==> config.mk <==
export PLATFORM = sky130hd
export DESIGN_NAME = uart_fifo_ext_flat
export DESIGN_NICKNAME = d
export VERILOG_FILES = /design/src/rtl/uart_fifo_pkg.sv /design/src/rtl/uart_fifo_ext_if.sv /design/src/rtl/uart_fifo_mem.sv /design/src/rtl/uart_fifo_ext.sv /design/src/flat_wrapper.sv
export SDC_FILE = /design/constraint.sdc
export NUM_CORES = 1
export LEC_CHECK = 0
export CAP_MARGIN = 5
export CORE_ASPECT_RATIO = 1.4
export CORE_UTILIZATION = 35
export DETAILED_ROUTE_END_ITERATION = 8
export GPL_TIMING_DRIVEN = 0
export PLACE_DENSITY_LB_ADDON = 0.3
export SYNTH_ARGS = -nofsm -noshare
export SYNTH_HDL_FRONTEND = slang
export SYNTH_HIERARCHICAL = 1
export SYNTH_SLANG_ARGS = --single-unit
==> constraint.sdc <==
create_clock -name clk -period 3.3 [get_ports clk]
set_input_delay 0.66 -clock clk [delete_from_list [all_inputs] [get_ports clk]]
set_output_delay 0.66 -clock clk [all_outputs]
set_load 0.005 [all_outputs]
==> src/rtl/uart_fifo_pkg.sv <==
// Shared types and defaults for the UART data FIFO (uart_fifo_ext and its storage).
package uart_fifo_pkg;

  typedef enum logic {
    TRIG_RX = 1'b0,
    TRIG_TX = 1'b1
  } trig_mode_e;

  localparam int unsigned DEF_DATA_WIDTH = 8;
  localparam int unsigned DEF_FIFO_DEPTH = 16;
  localparam int unsigned DEF_TO_WIDTH   = 16;

  function automatic int unsigned addr_width(input int unsigned depth);
    return (depth > 1) ? $clog2(depth) : 1;
  endfunction

endpackage

==> src/rtl/uart_fifo_ext_if.sv <==
// Bus bundle between a UART FIFO user (master) and the uart_fifo_ext block (slave).
interface uart_fifo_ext_if
  import uart_fifo_pkg::*;
#(
  parameter int unsigned DATA_WIDTH = DEF_DATA_WIDTH,
  parameter int unsigned FIFO_DEPTH = DEF_FIFO_DEPTH,
  parameter int unsigned TO_WIDTH   = DEF_TO_WIDTH
);
  localparam int unsigned ADDR_WIDTH = addr_width(FIFO_DEPTH);

  logic                  flush;
  logic                  wr;
  logic [DATA_WIDTH-1:0] wr_data;
  logic                  rd;
  logic [DATA_WIDTH-1:0] rd_data;
  logic [ADDR_WIDTH-1:0] trig_level;
  logic                  trig_mode;
  logic                  err_clr;
  logic [TO_WIDTH-1:0]   timeout_cycles;
  logic [ADDR_WIDTH:0]   count;
  logic                  full;
  logic                  empty;
  logic                  overflow;
  logic                  underflow;
  logic                  thr_trig;
  logic                  timeout;

  modport master (
    output flush, wr, wr_data, rd, trig_level, trig_mode, err_clr, timeout_cycles,
    input  rd_data, count, full, empty, overflow, underflow, thr_trig, timeout
  );

  modport slave (
    input  flush, wr, wr_data, rd, trig_level, trig_mode, err_clr, timeout_cycles,
    output rd_data, count, full, empty, overflow, underflow, thr_trig, timeout
  );

endinterface

==> src/rtl/uart_fifo_mem.sv <==
// FIFO storage: one synchronous write port, one asynchronous read port, no reset.
module uart_fifo_mem #(
  parameter int unsigned DATA_WIDTH = 8,
  parameter int unsigned FIFO_DEPTH = 16,
  parameter int unsigned ADDR_WIDTH = 4
) (
  input  logic                  clk,
  input  logic                  we_i,
  input  logic [ADDR_WIDTH-1:0] waddr_i,
  input  logic [DATA_WIDTH-1:0] wdata_i,
  input  logic [ADDR_WIDTH-1:0] raddr_i,
  output logic [DATA_WIDTH-1:0] rdata_o
);

  logic [DATA_WIDTH-1:0] mem_q [0:FIFO_DEPTH-1];

  always_ff @(posedge clk) begin
    if (we_i) mem_q[waddr_i] <= wdata_i;
  end

  assign rdata_o = mem_q[raddr_i];

endmodule

==> src/rtl/uart_fifo_ext.sv <==
// UART data FIFO with sticky errors, flush, threshold trigger and optional RX idle timeout.
// Define UART_FIFO_TIMEOUT_EN to build the character-timeout counter; otherwise timeout is 0.
module uart_fifo_ext
  import uart_fifo_pkg::*;
#(
  parameter int unsigned DATA_WIDTH = DEF_DATA_WIDTH,
  parameter int unsigned FIFO_DEPTH = DEF_FIFO_DEPTH,
  parameter int unsigned TO_WIDTH   = DEF_TO_WIDTH
) (
  input logic            clk,
  input logic            rst,
  uart_fifo_ext_if.slave bus
);

  localparam int unsigned ADDR_WIDTH = addr_width(FIFO_DEPTH);
  localparam logic [ADDR_WIDTH:0] DEPTH_CNT = (ADDR_WIDTH + 1)'(FIFO_DEPTH);

  logic [ADDR_WIDTH-1:0] wr_ptr_q, wr_ptr_d;
  logic [ADDR_WIDTH-1:0] rd_ptr_q, rd_ptr_d;
  logic [ADDR_WIDTH:0]   count_q, count_d;
  logic                  full_q, full_d;
  logic                  empty_q, empty_d;
  logic                  ovf_q, ovf_d;
  logic                  unf_q, unf_d;
  logic                  thr_q, thr_d;
  logic                  wr_acc, rd_acc, ovf_set, unf_set;
  trig_mode_e            mode;

  assign mode = trig_mode_e'(bus.trig_mode);

  // RX fills toward the level (level 0 behaves as 1); TX drains down to it.
  function automatic logic thr_eval(input logic [ADDR_WIDTH:0]   cnt,
                                    input logic [ADDR_WIDTH-1:0] lvl,
                                    input trig_mode_e            m);
    logic [ADDR_WIDTH:0] lvl_ext;
    lvl_ext = {1'b0, lvl};
    if (m == TRIG_TX) return cnt <= lvl_ext;
    if (lvl == '0) lvl_ext = {{ADDR_WIDTH{1'b0}}, 1'b1};
    return cnt >= lvl_ext;
  endfunction

  always_comb begin
    wr_acc  = bus.wr && (!full_q || bus.rd) && !bus.flush;
    rd_acc  = bus.rd && !empty_q && !bus.flush;
    ovf_set = bus.wr && full_q && !bus.rd && !bus.flush;
    unf_set = bus.rd && empty_q && !bus.flush;

    wr_ptr_d = wr_ptr_q;
    rd_ptr_d = rd_ptr_q;
    count_d  = count_q;
    if (bus.flush) begin
      wr_ptr_d = '0;
      rd_ptr_d = '0;
      count_d  = '0;
    end else begin
      if (wr_acc) wr_ptr_d = wr_ptr_q + ADDR_WIDTH'(1);
      if (rd_acc) rd_ptr_d = rd_ptr_q + ADDR_WIDTH'(1);
      count_d = count_q + {{ADDR_WIDTH{1'b0}}, wr_acc} - {{ADDR_WIDTH{1'b0}}, rd_acc};
    end

    full_d  = (count_d == DEPTH_CNT);
    empty_d = (count_d == '0);
    thr_d   = thr_eval(count_d, bus.trig_level, mode);
    // A new error in the clearing cycle keeps its flag set.
    ovf_d   = ovf_set || (ovf_q && !bus.err_clr);
    unf_d   = unf_set || (unf_q && !bus.err_clr);
  end

  always_ff @(posedge clk) begin
    if (rst) begin
      wr_ptr_q <= '0;
      rd_ptr_q <= '0;
      count_q  <= '0;
      full_q   <= 1'b0;
      empty_q  <= 1'b1;
      ovf_q    <= 1'b0;
      unf_q    <= 1'b0;
      thr_q    <= thr_eval('0, bus.trig_level, mode);
    end else begin
      wr_ptr_q <= wr_ptr_d;
      rd_ptr_q <= rd_ptr_d;
      count_q  <= count_d;
      full_q   <= full_d;
      empty_q  <= empty_d;
      ovf_q    <= ovf_d;
      unf_q    <= unf_d;
      thr_q    <= thr_d;
    end
  end

  uart_fifo_mem #(
    .DATA_WIDTH (DATA_WIDTH),
    .FIFO_DEPTH (FIFO_DEPTH),
    .ADDR_WIDTH (ADDR_WIDTH)
  ) u_mem (
    .clk     (clk),
    .we_i    (wr_acc),
    .waddr_i (wr_ptr_q),
    .wdata_i (bus.wr_data),
    .raddr_i (rd_ptr_q),
    .rdata_o (bus.rd_data)
  );

  assign bus.count     = count_q;
  assign bus.full      = full_q;
  assign bus.empty     = empty_q;
  assign bus.overflow  = ovf_q;
  assign bus.underflow = unf_q;
  assign bus.thr_trig  = thr_q;

`ifdef UART_FIFO_TIMEOUT_EN
  logic [TO_WIDTH-1:0] to_cnt_q, to_cnt_d;
  logic                timeout_q, timeout_d;

  // Counts idle cycles while holding data; saturates so timeout stays up until activity.
  always_comb begin
    to_cnt_d = to_cnt_q;
    if (bus.flush || wr_acc || rd_acc || empty_q) begin
      to_cnt_d = '0;
    end else if (to_cnt_q < bus.timeout_cycles) begin
      to_cnt_d = to_cnt_q + TO_WIDTH'(1);
    end
    timeout_d = (bus.timeout_cycles != '0) && (to_cnt_d == bus.timeout_cycles);
  end

  always_ff @(posedge clk) begin
    if (rst) begin
      to_cnt_q  <= '0;
      timeout_q <= 1'b0;
    end else begin
      to_cnt_q  <= to_cnt_d;
      timeout_q <= timeout_d;
    end
  end

  assign bus.timeout = timeout_q;
`else
  logic unused_timeout_cycles;
  assign unused_timeout_cycles = ^bus.timeout_cycles;
  assign bus.timeout = 1'b0;
`endif

endmodule
==> src/flat_wrapper.sv <==
// flat-port wrapper written by rule: the top's interface ports become plain ports
module uart_fifo_ext_flat import uart_fifo_pkg::*;
#(
  parameter int unsigned DATA_WIDTH = DEF_DATA_WIDTH,
  parameter int unsigned FIFO_DEPTH = DEF_FIFO_DEPTH,
  parameter int unsigned TO_WIDTH   = DEF_TO_WIDTH
)
  (clk, rst, bus_flush, bus_wr, bus_wr_data, bus_rd, bus_trig_level, bus_trig_mode, bus_err_clr, bus_timeout_cycles, bus_rd_data, bus_count, bus_full, bus_empty, bus_overflow, bus_underflow, bus_thr_trig, bus_timeout);
  uart_fifo_ext_if #(.DATA_WIDTH(DATA_WIDTH), .FIFO_DEPTH(FIFO_DEPTH), .TO_WIDTH(TO_WIDTH)) bus_i ();
  input logic clk;
  input logic rst;
  input wire logic [$bits(bus_i.flush)-1:0] bus_flush;
  input wire logic [$bits(bus_i.wr)-1:0] bus_wr;
  input wire logic [$bits(bus_i.wr_data)-1:0] bus_wr_data;
  input wire logic [$bits(bus_i.rd)-1:0] bus_rd;
  input wire logic [$bits(bus_i.trig_level)-1:0] bus_trig_level;
  input wire logic [$bits(bus_i.trig_mode)-1:0] bus_trig_mode;
  input wire logic [$bits(bus_i.err_clr)-1:0] bus_err_clr;
  input wire logic [$bits(bus_i.timeout_cycles)-1:0] bus_timeout_cycles;
  output wire logic [$bits(bus_i.rd_data)-1:0] bus_rd_data;
  output wire logic [$bits(bus_i.count)-1:0] bus_count;
  output wire logic [$bits(bus_i.full)-1:0] bus_full;
  output wire logic [$bits(bus_i.empty)-1:0] bus_empty;
  output wire logic [$bits(bus_i.overflow)-1:0] bus_overflow;
  output wire logic [$bits(bus_i.underflow)-1:0] bus_underflow;
  output wire logic [$bits(bus_i.thr_trig)-1:0] bus_thr_trig;
  output wire logic [$bits(bus_i.timeout)-1:0] bus_timeout;
  assign bus_i.flush = bus_flush;
  assign bus_i.wr = bus_wr;
  assign bus_i.wr_data = bus_wr_data;
  assign bus_i.rd = bus_rd;
  assign bus_i.trig_level = bus_trig_level;
  assign bus_i.trig_mode = bus_trig_mode;
  assign bus_i.err_clr = bus_err_clr;
  assign bus_i.timeout_cycles = bus_timeout_cycles;
  assign bus_rd_data = bus_i.rd_data;
  assign bus_count = bus_i.count;
  assign bus_full = bus_i.full;
  assign bus_empty = bus_i.empty;
  assign bus_overflow = bus_i.overflow;
  assign bus_underflow = bus_i.underflow;
  assign bus_thr_trig = bus_i.thr_trig;
  assign bus_timeout = bus_i.timeout;
  uart_fifo_ext #(.DATA_WIDTH(DATA_WIDTH), .FIFO_DEPTH(FIFO_DEPTH), .TO_WIDTH(TO_WIDTH)) u_core (.clk(clk), .rst(rst), .bus(bus_i));
endmodule
==> impl_metrics.tcl <==
set metrics [dict create \
    n_antenna_cell 0 \
    hpwl_mm 8.48 \
    ys_top_cells_by_count "edfxtp_1, nor2_1, dfxtp_1, mux4_2" \
    cap_violations 0 \
    die_h_um 159 \
    drive_gt1_share_pct 19.1 \
    grt_antenna_before_repair 0 \
    seq_area_frac_synth_pct 68.6 \
    start_util_pct 36.1 \
    clk_latency_ps 420 \
    fin_crit_sh_pct 97.3 \
    clkSinkCount 146 \
    syn-cell-area_sq_um 6120 \
    synth_area_leader_cell "edfxtp_1" \
    end_kind "output pin" \
    numPortBuffers 35 \
    hold_slack_ps 484 \
    wire_per_inst_um 19.0 \
    core_area_sq_um 17000 \
    viasPerCell 4.96 \
    setup_viol 0 \
    final_hold_viol_count 0 \
    synth_nets 402 \
    hp-class "primary input to flop" \
    rows 56 \
    die-area_sq_um 18000 \
    status "finished clean" \
    cts.clk_slew.worst_paths_ps 50 \
    fmax_mhz 311 \
    cts_tree "done" \
    wirelength_mm 12.4 \
    ctsHoldBuffers 0 \
    peakVddDrop_uv 209 \
    synth-seq-cells 146 \
    postSynthAreaPerCell_sq_um 17.4 \
    synth_cells 351 \
    grt_pass1_wl_mm 19.0 \
    finalClockSkew_ps 8.05 \
    period_needed_ps 3210 \
    slew_headroom_pct 41.8 \
    rsz0062_at_grt "false" \
    numCtsBuffers 17 \
    grt_util_all_layers_pct 15.0 \
    layoutNonFillerInstCount 655 \
    synth_top_area_share_pct 62.8 \
    start_kind "flop" \
    ys_top_cells_by_area "edfxtp_1, mux4_2, mux4_1" \
    synth.most_common_cell "edfxtp_1" \
    tightestPinTransition_ps 867 \
    power.density_nw_per_um2 562 \
    first_global_vias 3371 \
    vias 3252 \
    synth_edf_count 128 \
    syn_to_final_growth_pct 22.1 \
    globalplace.congestion 0.833 \
    clockBufferDepth 2 \
    yosysWarnings 6 \
    ctsHtreeMaxLevel 4 \
    p_leak_nw 2.50 \
    async_flop_share_pct 0 \
    die_w_um 114 \
    grt_start_max_net_pins 17 \
    synthDistinctLibCells 43 \
    synth_top_flop_cell "edfxtp_1" \
    cp_max_fo 10 \
    dp_cells 619 \
    drtPass1Iterations 4 \
    tns_ps 0 \
    post-route-util_pct 44.1 \
    clockRootBuffer "clkbuf_16" \
    final_nets 462 \
    grt-ovfl-total 0 \
    ios 54 \
    p_total_mw 4.20 \
    drt_iter0_markers 298 \
    drc 0 \
    slew_violations 0 \
    setup.worst_path.class "flop to output pin" \
    cp.required_ps 2640 \
    ant_nets 0 \
    arrival_ps 2550 \
]
## metrics by stage
step	setup slack (ps)	instance area, sq um
5_1_grt	2.12	7480
6_report	88.3	7480
4_1_cts	4.47	7440
3_3_place_gp	-682	6780
2_1_floorplan	0.119	6140
3_5_place_dp	-709	6790
## power breakdown
part           switching [mW]  internal (mW)  total, mW
Sequential             0.0106           2.02       2.04
Combinational           0.128          0.125      0.253
Clock                   0.723           1.19       1.91
Total                   0.862           3.34       4.20
## registers in the layout (all words and copies together) (netlist names)
| register | cells |
|---|---|
| u_core/u_mem/mem_q | 128 |
| u_core/rd_ptr_q | 4 |
| u_core/bus.empty | 1 |
| u_core/wr_ptr_q | 4 |
| u_core/bus.thr_trig | 1 |
| u_core/bus.underflow | 1 |
| u_core/bus.full | 1 |
| u_core/bus.count | 5 |
| u_core/bus.overflow | 1 |
## critical path: stages (launching register included)
cell             delay (ps)
dfxtp_2                 370
buf_6                   150
buf_6                   190
mux4_1                  620
a22oi_1                 280
nand2_1                  80
clkdlybuf4s50_1         440
## kinds of logic (layout without fill, tap and decap cells)
| family | count (synthesis) | in the layout | synth area share [%] |
|---|---|---|---|
| xor+xnor | 10 | 10 | 1.43 |
| compound gates | 37 | 37 | 4.62 |
| fa+ha+maj | 16 | 16 | 3.39 |
| flops | 146 | 146 | 68.6 |
| mux | 33 | 33 | 12.8 |
| simple gates | 79 | 79 | 6.29 |
| buf+inv | 29 | 101 | 2.78 |
| other cells | 1 | 1 | 0.0612 |
## layout by cell type (no fill, tap or decap), types with 2 or more instances in the layout
cell and n:
o21ai_0 2, xor2_1 3, nand2b_1 3, nand3_1 4, and2_1 5, bufinv_16 3
clkdlybuf4s50_1 33, nor2b_1 3, nand2_1 12, inv_1 16, nor2b_4 2, dfxtp_1 17
buf_6 5, a22oi_2 2, clkinv_4 4, buf_4 4, buf_2 5, ha_1 15
clkbuf_1 2, mux4_2 18, clkdlybuf4s25_2 3, nor3_1 7, nand3b_1 3, a21oi_1 6
mux4_1 14, a22oi_1 14, inv_6 2, xnor2_1 5, nand4_1 3, a32oi_1 2
nor2_1 29, clkbuf_16 17, edfxtp_1 128
## what timing repair did
item	in CTS	in global routing
setup endpoints to repair	1	8
setup buffers	2	0
gates resized for setup	10	6
cloned	0	0
pin swaps	2	1
## area by class of cell
class	count	area (sq um)
clock buffers	19	433
inverters	16	60.1
fillers	1513	9480
multi-input cells	176	1820
plain buffers	13	114
flip-flops and latches	146	4210
repair buffers	41	392
well taps	232	290
clock inverters	12	159
## metal layers
| metal | GRT usage, % | wire length [um] | vias up | share of wire, % |
|---|---|---|---|---|
| met5 | 0 | 0 | - | 0 |
| met1 | 16.7 | 4910 | 1637 | 39 |
| met4 | 5.94 | 162 | 0 | 1.3 |
| met2 | 27.2 | 6720 | 94 | 54 |
| li1 | - | - | 1511 | - |
| met3 | 4.07 | 652 | 10 | 5.2 |
## worst paths after layout
kind                                        start                              end  slack (ps)  depth (start not counted)
setup / recovery  u_core/rd_ptr_q[0]$_SDFFE_PP0P_                   bus_rd_data[0]          90                          6
hold / removal                          bus_flush   u_core/bus.count[2]$_SDFF_PP0_         480                          2
setup reg to reg       u_core/bus.full$_SDFF_PP0_      u_core/bus.thr_trig$_DFF_P_         430                         12
hold reg to reg   u_core/bus.underflow$_SDFF_PP0_  u_core/bus.underflow$_SDFF_PP0_         500                          2
No activity file was read; power rests on OpenSTA's default activity.
